### config.mk
export PLATFORM = sky130hd
export DESIGN_NAME = jtag_scan_master
export DESIGN_NICKNAME = d
export VERILOG_FILES = /design/src/rtl/jtag_scan_master.sv
export SDC_FILE = /design/constraint.sdc
export NUM_CORES = 1
export LEC_CHECK = 0
export ABC_AREA = 1
export CORE_MARGIN = 5
export CORE_UTILIZATION = 53
export CTS_CLUSTER_SIZE = 10
export DETAILED_ROUTE_END_ITERATION = 7
export GPL_ROUTABILITY_DRIVEN = 0
export PLACE_DENSITY_LB_ADDON = 0.2
export SYNTH_ARGS = -nofsm -noshare
export SYNTH_HDL_FRONTEND = slang
export SYNTH_SLANG_ARGS = --single-unit
### constraint.sdc
create_clock -name CLK -period 2.09 [get_ports CLK]
set_input_delay 0.418 -clock CLK [delete_from_list [all_inputs] [get_ports CLK]]
set_output_delay 0.418 -clock CLK [all_outputs]
set_load 0.03 [all_outputs]
### src/rtl/jtag_scan_master.sv
// JTAG scan master: generates TCK from CLK, runs the TAP reset sequence and IR/DR scans.
// Define JTAG_PAUSE_DR_EN to route DR scans through Pause-DR and Exit2-DR before Update.
module jtag_scan_master #(
  parameter int MAX_LEN      = 16,
  parameter int CLK_DIV      = 1,
  parameter int PAUSE_CYCLES = 4
) (
  input  logic                         CLK,
  input  logic                         RST,
  input  logic                         START,
  input  logic                         IS_IR,
  input  logic [$clog2(MAX_LEN+1)-1:0] LEN,
  input  logic [MAX_LEN-1:0]           DATA_IN,
  input  logic                         TDO,
  output logic                         TCK,
  output logic                         TMS,
  output logic                         TDI,
  output logic                         TRST,
  output logic                         BUSY,
  output logic                         DONE,
  output logic [MAX_LEN-1:0]           DATA_OUT
);
  localparam int LW       = $clog2(MAX_LEN + 1);
  localparam int IW       = (MAX_LEN > 1) ? $clog2(MAX_LEN) : 1;
  localparam int CW       = $clog2(MAX_LEN + PAUSE_CYCLES + 8);
  localparam int DW       = (CLK_DIV > 1) ? $clog2(CLK_DIV) : 1;
  localparam int RST_LAST = 6;

  typedef enum logic [3:0] {
    IDLE, RST_SEQ, SEL_DR, SEL_IR, CAPTURE, SHIFT, EXIT1, PAUSE, EXIT2, UPDATE
  } state_t;

  state_t             state_q, state_d;
  logic [DW-1:0]      div_cnt;
  logic               tck_q, tick, tck_rise, tck_fall;
  logic [CW-1:0]      cnt_q, cnt_d, last_q, len_last;
  logic               go_q, go_d, accept, done_q, done_d;
  logic               ir_q, tms, tdi;
  logic [MAX_LEN-1:0] din_q, dout_q;
  logic [LW-1:0]      len_clamp;
  logic [IW-1:0]      bit_idx;

  assign tick     = (div_cnt == DW'(CLK_DIV - 1));
  assign tck_rise = tick & ~tck_q;
  assign tck_fall = tick & tck_q;
  assign BUSY     = (state_q != IDLE) | go_q;
  assign accept   = START & ~BUSY;
  assign bit_idx  = cnt_q[IW-1:0];

  always_comb begin
    len_clamp = LEN;
    if (LEN == '0)
      len_clamp = LW'(1);
    else if (LEN > LW'(MAX_LEN))
      len_clamp = LW'(MAX_LEN);
  end

  assign len_last = CW'(len_clamp - LW'(1));

  always_ff @(posedge CLK or posedge RST) begin
    if (RST) begin
      div_cnt <= '0;
      tck_q   <= 1'b0;
    end else if (tick) begin
      div_cnt <= '0;
      tck_q   <= ~tck_q;
    end else begin
      div_cnt <= div_cnt + DW'(1);
    end
  end

  always_ff @(posedge CLK or posedge RST) begin
    if (RST) begin
      state_q <= RST_SEQ;
      cnt_q   <= '0;
      go_q    <= 1'b0;
    end else begin
      state_q <= state_d;
      cnt_q   <= cnt_d;
      go_q    <= go_d;
    end
  end

  // Scan parameters are frozen at acceptance; DATA_OUT is cleared then filled bit by bit.
  always_ff @(posedge CLK or posedge RST) begin
    if (RST) begin
      ir_q   <= 1'b0;
      last_q <= '0;
      din_q  <= '0;
      dout_q <= '0;
      done_q <= 1'b0;
    end else begin
      done_q <= done_d;
      if (accept) begin
        ir_q   <= IS_IR;
        last_q <= len_last;
        din_q  <= DATA_IN;
        dout_q <= '0;
      end else if (state_q == SHIFT && tck_rise) begin
        dout_q[bit_idx] <= TDO;
      end
    end
  end

  // States advance only on TCK falling edges, so TMS/TDI change there and nowhere else.
  always_comb begin
    state_d = state_q;
    cnt_d   = cnt_q;
    go_d    = go_q;
    done_d  = 1'b0;
    tms     = 1'b0;
    tdi     = 1'b0;
    case (state_q)
      RST_SEQ: begin
        tms = (cnt_q != CW'(RST_LAST));
        if (tck_fall) begin
          if (cnt_q == CW'(RST_LAST)) begin
            state_d = IDLE;
            cnt_d   = '0;
          end else begin
            cnt_d = cnt_q + CW'(1);
          end
        end
      end
      IDLE: begin
        // One full Run-Test/Idle lead-in period separates acceptance from Select-DR.
        if (accept) begin
          go_d  = 1'b1;
          cnt_d = '0;
        end else if (go_q && tck_fall) begin
          if (cnt_q == '0) begin
            cnt_d = CW'(1);
          end else begin
            state_d = SEL_DR;
            cnt_d   = '0;
            go_d    = 1'b0;
          end
        end
      end
      SEL_DR: begin
        tms = 1'b1;
        if (tck_fall) state_d = ir_q ? SEL_IR : CAPTURE;
      end
      SEL_IR: begin
        tms = 1'b1;
        if (tck_fall) state_d = CAPTURE;
      end
      CAPTURE: begin
        if (tck_fall) begin
          state_d = SHIFT;
          cnt_d   = '0;
        end
      end
      SHIFT: begin
        tms = (cnt_q == last_q);
        tdi = din_q[bit_idx];
        if (tck_fall) begin
          if (cnt_q == last_q) begin
            state_d = EXIT1;
            cnt_d   = '0;
          end else begin
            cnt_d = cnt_q + CW'(1);
          end
        end
      end
      EXIT1: begin
`ifdef JTAG_PAUSE_DR_EN
        tms = ir_q;
        if (tck_fall) state_d = ir_q ? UPDATE : PAUSE;
`else
        tms = 1'b1;
        if (tck_fall) state_d = UPDATE;
`endif
      end
`ifdef JTAG_PAUSE_DR_EN
      PAUSE: begin
        tms = (cnt_q == CW'(PAUSE_CYCLES - 1));
        if (tck_fall) begin
          if (cnt_q == CW'(PAUSE_CYCLES - 1)) begin
            state_d = EXIT2;
            cnt_d   = '0;
          end else begin
            cnt_d = cnt_q + CW'(1);
          end
        end
      end
      EXIT2: begin
        tms = 1'b1;
        if (tck_fall) state_d = UPDATE;
      end
`endif
      UPDATE: begin
        if (tck_fall) begin
          state_d = IDLE;
          done_d  = 1'b1;
        end
      end
      default: begin
        state_d = RST_SEQ;
        cnt_d   = '0;
      end
    endcase
  end

  assign TCK      = tck_q;
  assign TMS      = tms;
  assign TDI      = tdi;
  assign TRST     = ~(state_q == RST_SEQ && cnt_q == '0);
  assign DONE     = done_q;
  assign DATA_OUT = dout_q;

endmodule

==> impl_metrics.yaml <==
worst_setup_path:
  start_kind: "flip-flop"
  path_max_fanout: 5
  criticalPathCategory: "reg -> out"
  critPathLaunch: "state_q[0]"
  r2r_start: "state_q[0]"
  worst_setup_path_end_kind: "primary output"
  crit_arrival_ps: 1690
  crit_required_ps: 1670
floorplanning:
  dieHeight_um: 82.4
  pin_count: 48
  coreArea_mm2: 0.00511
  die-area_mm2: 0.00679
  start_util: 0.544
  die_w_um: 82.4
  fp-row-count: 26
logic_synthesis:
  synth_edf_count: 0
  synth_top_family_by_area: "simple AND/OR/NAND/NOR gates"
  yosys_warnings: 0
  synth.avg_cell_area_um2: 7.66
  synthesis.nets: 394
  ys_seq_area_frac: 0.450
  ys_async_sr_fraction: 1.00
  netlist_instances: 363
  synth_fa_ha_area_frac: 0.0225
  synth-simple-area-share: 0.306
  synthFlopType: "dfrtp_1"
  synth_compound_area_frac: 0.130
  ys_seq_elements: 50
  yosysUniqueCellTypes: 34
  synth_mux_area_frac: 0
  synth_area_mm2: 0.00278
  synth-xor-area-share: 0.0158
sta:
  tightest_slew_ps: 492
  layout_setup_ws_ps: -17.7
  timing.fmax_mhz: 474
  maxSlewHeadroom: 0.671
  hold_violations: 0
  period_share: 1.01
  whs_ps: 418
  fin_skew_ps: 11.9
  rsz0062_at_grt: "yes"
  setup_viol: 1
  period_minus_slack_ps: 2110
  slew_viol_final: 0
pwr:
  power_density_mw_per_mm2: 1280
  comb_power_share: 0.505
  irDropWorstVdd_mv: 0.708
  pwr-share-seq: 0.321
  clkPwrFrac: 0.174
  p_total_mw: 4.73
  internal_power_mw: 2.74
  switching_share: 0.422
  power_switching_mw: 1.99
  p_leak_nw: 1.81
global_route:
  grt_pass1_vias: 2490
  antenna_found_initial: 0
  grt_max_degree: 32
  overflow: 0
  gr-usage-all-layers: 0.206
  grt_pass1_wl_mm: 11.0
clocking:
  cts-buffers-inserted: 5
  cts_root_buf: "clkbuf_8"
  cts_tree: "yes"
  clock-sinks: 50
  clk_latency_ps: 310
  hold_buffers: 0
  htree_levels: 2
  clkTransAtPathRegs_ps: 100
  cts_max_path_buffers: 2
drt:
  wl_per_cell_um: 13.8
  ant_nets: 0
  first_pass_iters: 5
  via_per_inst: 5.23
  drc: 0
  drtIter0Drc: 280
  dr_total_vias: 2612
  drt-total-wl_mm: 6.89
placement:
  place_area_mm2: 0.00337
  dpl.cell_count: 479
  io_buffers: 47
  dp_hpwl_mm: 4.74
layout:
  instances_no_fill: 499
  n_antenna_cell: 0
  nets: 459
  drive_gt1_frac: 0.179
  syn_to_final_growth_pct: 33.2
  num-fill-cells: 398
  final_common_cell: "nand2_1"
  layout_common_cells: "107 x nand2_1, 46 x dfrtp_1, 43 x clkdlybuf4s50_1"
  fin_area_mm2: 0.00370
hold_path:
  hold_path_class: "in -> async"
status:
  violations: "setup timing"
  status: "finished, violations left"
job:
  maxCapViolCount: 0
-- power groups by stage --
stage | combinational (mW) | sequential, mW | clock [mW]
after floorplan | 1.34 | 1.55 | 0
after global placement | 1.94 | 1.51 | 0
after detailed placement | 1.98 | 1.52 | 0
after CTS | 2.10 | 1.50 | 0.836
after global routing | 2.64 | 1.55 | 0.873
final | 2.39 | 1.52 | 0.823
-- cell families after synthesis --
family                     after synthesis
buffers and inverters                   51
xor gates and xnor gates                 5
adders and majority gates                5
and+or+nand+nor                        187
DFF                                     50
AOI/OAI and AO/OA                       65
-- metrics by stage --
stage	setup TNS (ps)	utilization	worst slack (ps)
6_report	-17.7	0.725	-17.7
4_1_cts	-72.9	0.700	-72.9
3_5_place_dp	0	0.660	83.7
3_3_place_gp	0	0.660	205
2_1_floorplan	0	-	103
5_1_grt	-74.4	0.725	-40.1
-- per-layer routing --
| layer | track usage | vias to the layer above | part of all wire |
|---|---|---|---|
| met5 | 0 | - | 0 |
| met4 | 0.0598 | 0 | 0.014 |
| met3 | 0.0325 | 14 | 0.057 |
| met2 | 0.363 | 90 | 0.49 |
| met1 | 0.260 | 1213 | 0.44 |
| li1 | - | 1295 | - |
-- cells in the mapped netlist (2+ instances only) --
cell / n / area [um2]
nor2_2: 2 / 12.5
o31ai_1: 2 / 15.0
nand2_2: 3 / 18.8
xor2_1: 4 / 35.0
o21bai_1: 4 / 30.0
dfrtp_1: 49 / 1230
nor3_2: 8 / 80.1
nor2_4: 4 / 45.0
buf_2: 5 / 25.0
clkbuf_1: 3 / 11.3
inv_1: 35 / 131
a21oi_1: 17 / 85.1
o21ai_0: 34 / 170
inv_2: 3 / 11.3
clkinv_1: 2 / 7.51
nor2_1: 31 / 116
nand3_1: 22 / 110
nand4_1: 2 / 12.5
nor3_1: 2 / 10.0
o21ai_1: 4 / 20.0
nand2_1: 110 / 413
ha_1: 5 / 62.6
-- critical path, stage by stage, from the launching register on --
cell	delay, ps
dfstp_2	610
inv_4	60
nor2_4	150
nand2_2	80
inv_2	70
nand2_2	70
nand3_1	70
o21bai_4	120
buf_6	140
-- layout make-up --
type                       instances  area [um2]  area share
clock buffer                       5        68.8      0.0186
multi-input combinational        262        1400       0.377
clock inverter                     3        68.8      0.0186
tap                               70        87.6      0.0237
inverter                          40         153      0.0412
sequential                        50        1260       0.339
timing repair buffer              69         671       0.181
-- flip-flops by register name, summed over array words and instances, names as in the netlist --
signal / flops
TCK: 1
ir_q: 1
go_q: 1
state_q: 4
din_q: 16
DATA_OUT: 16
DONE: 1
cnt_q: 5
last_q: 5
-- repair_timing --
action                                  in CTS  in global routing
pin swaps                                    1                  7
endpoints found under the setup margin       4                  3
resized for setup                           10                 28
cloned                                       0                  1
buffers inserted                             6                  5
-- worst paths after layout --
path	slack (ps)	endpoint	depth (start not counted)
worst min-delay path	420	state_q[1]	2
max in group asynchronous	1150	cnt_q[2]	3
worst max register to register	260	DATA_OUT[14]	6
worst max-delay path	-20	TMS	8
min in group CLK	490	din_q[0]	2
worst min register to register	490	din_q[0]	2
Power figures use the tool's default switching activity.
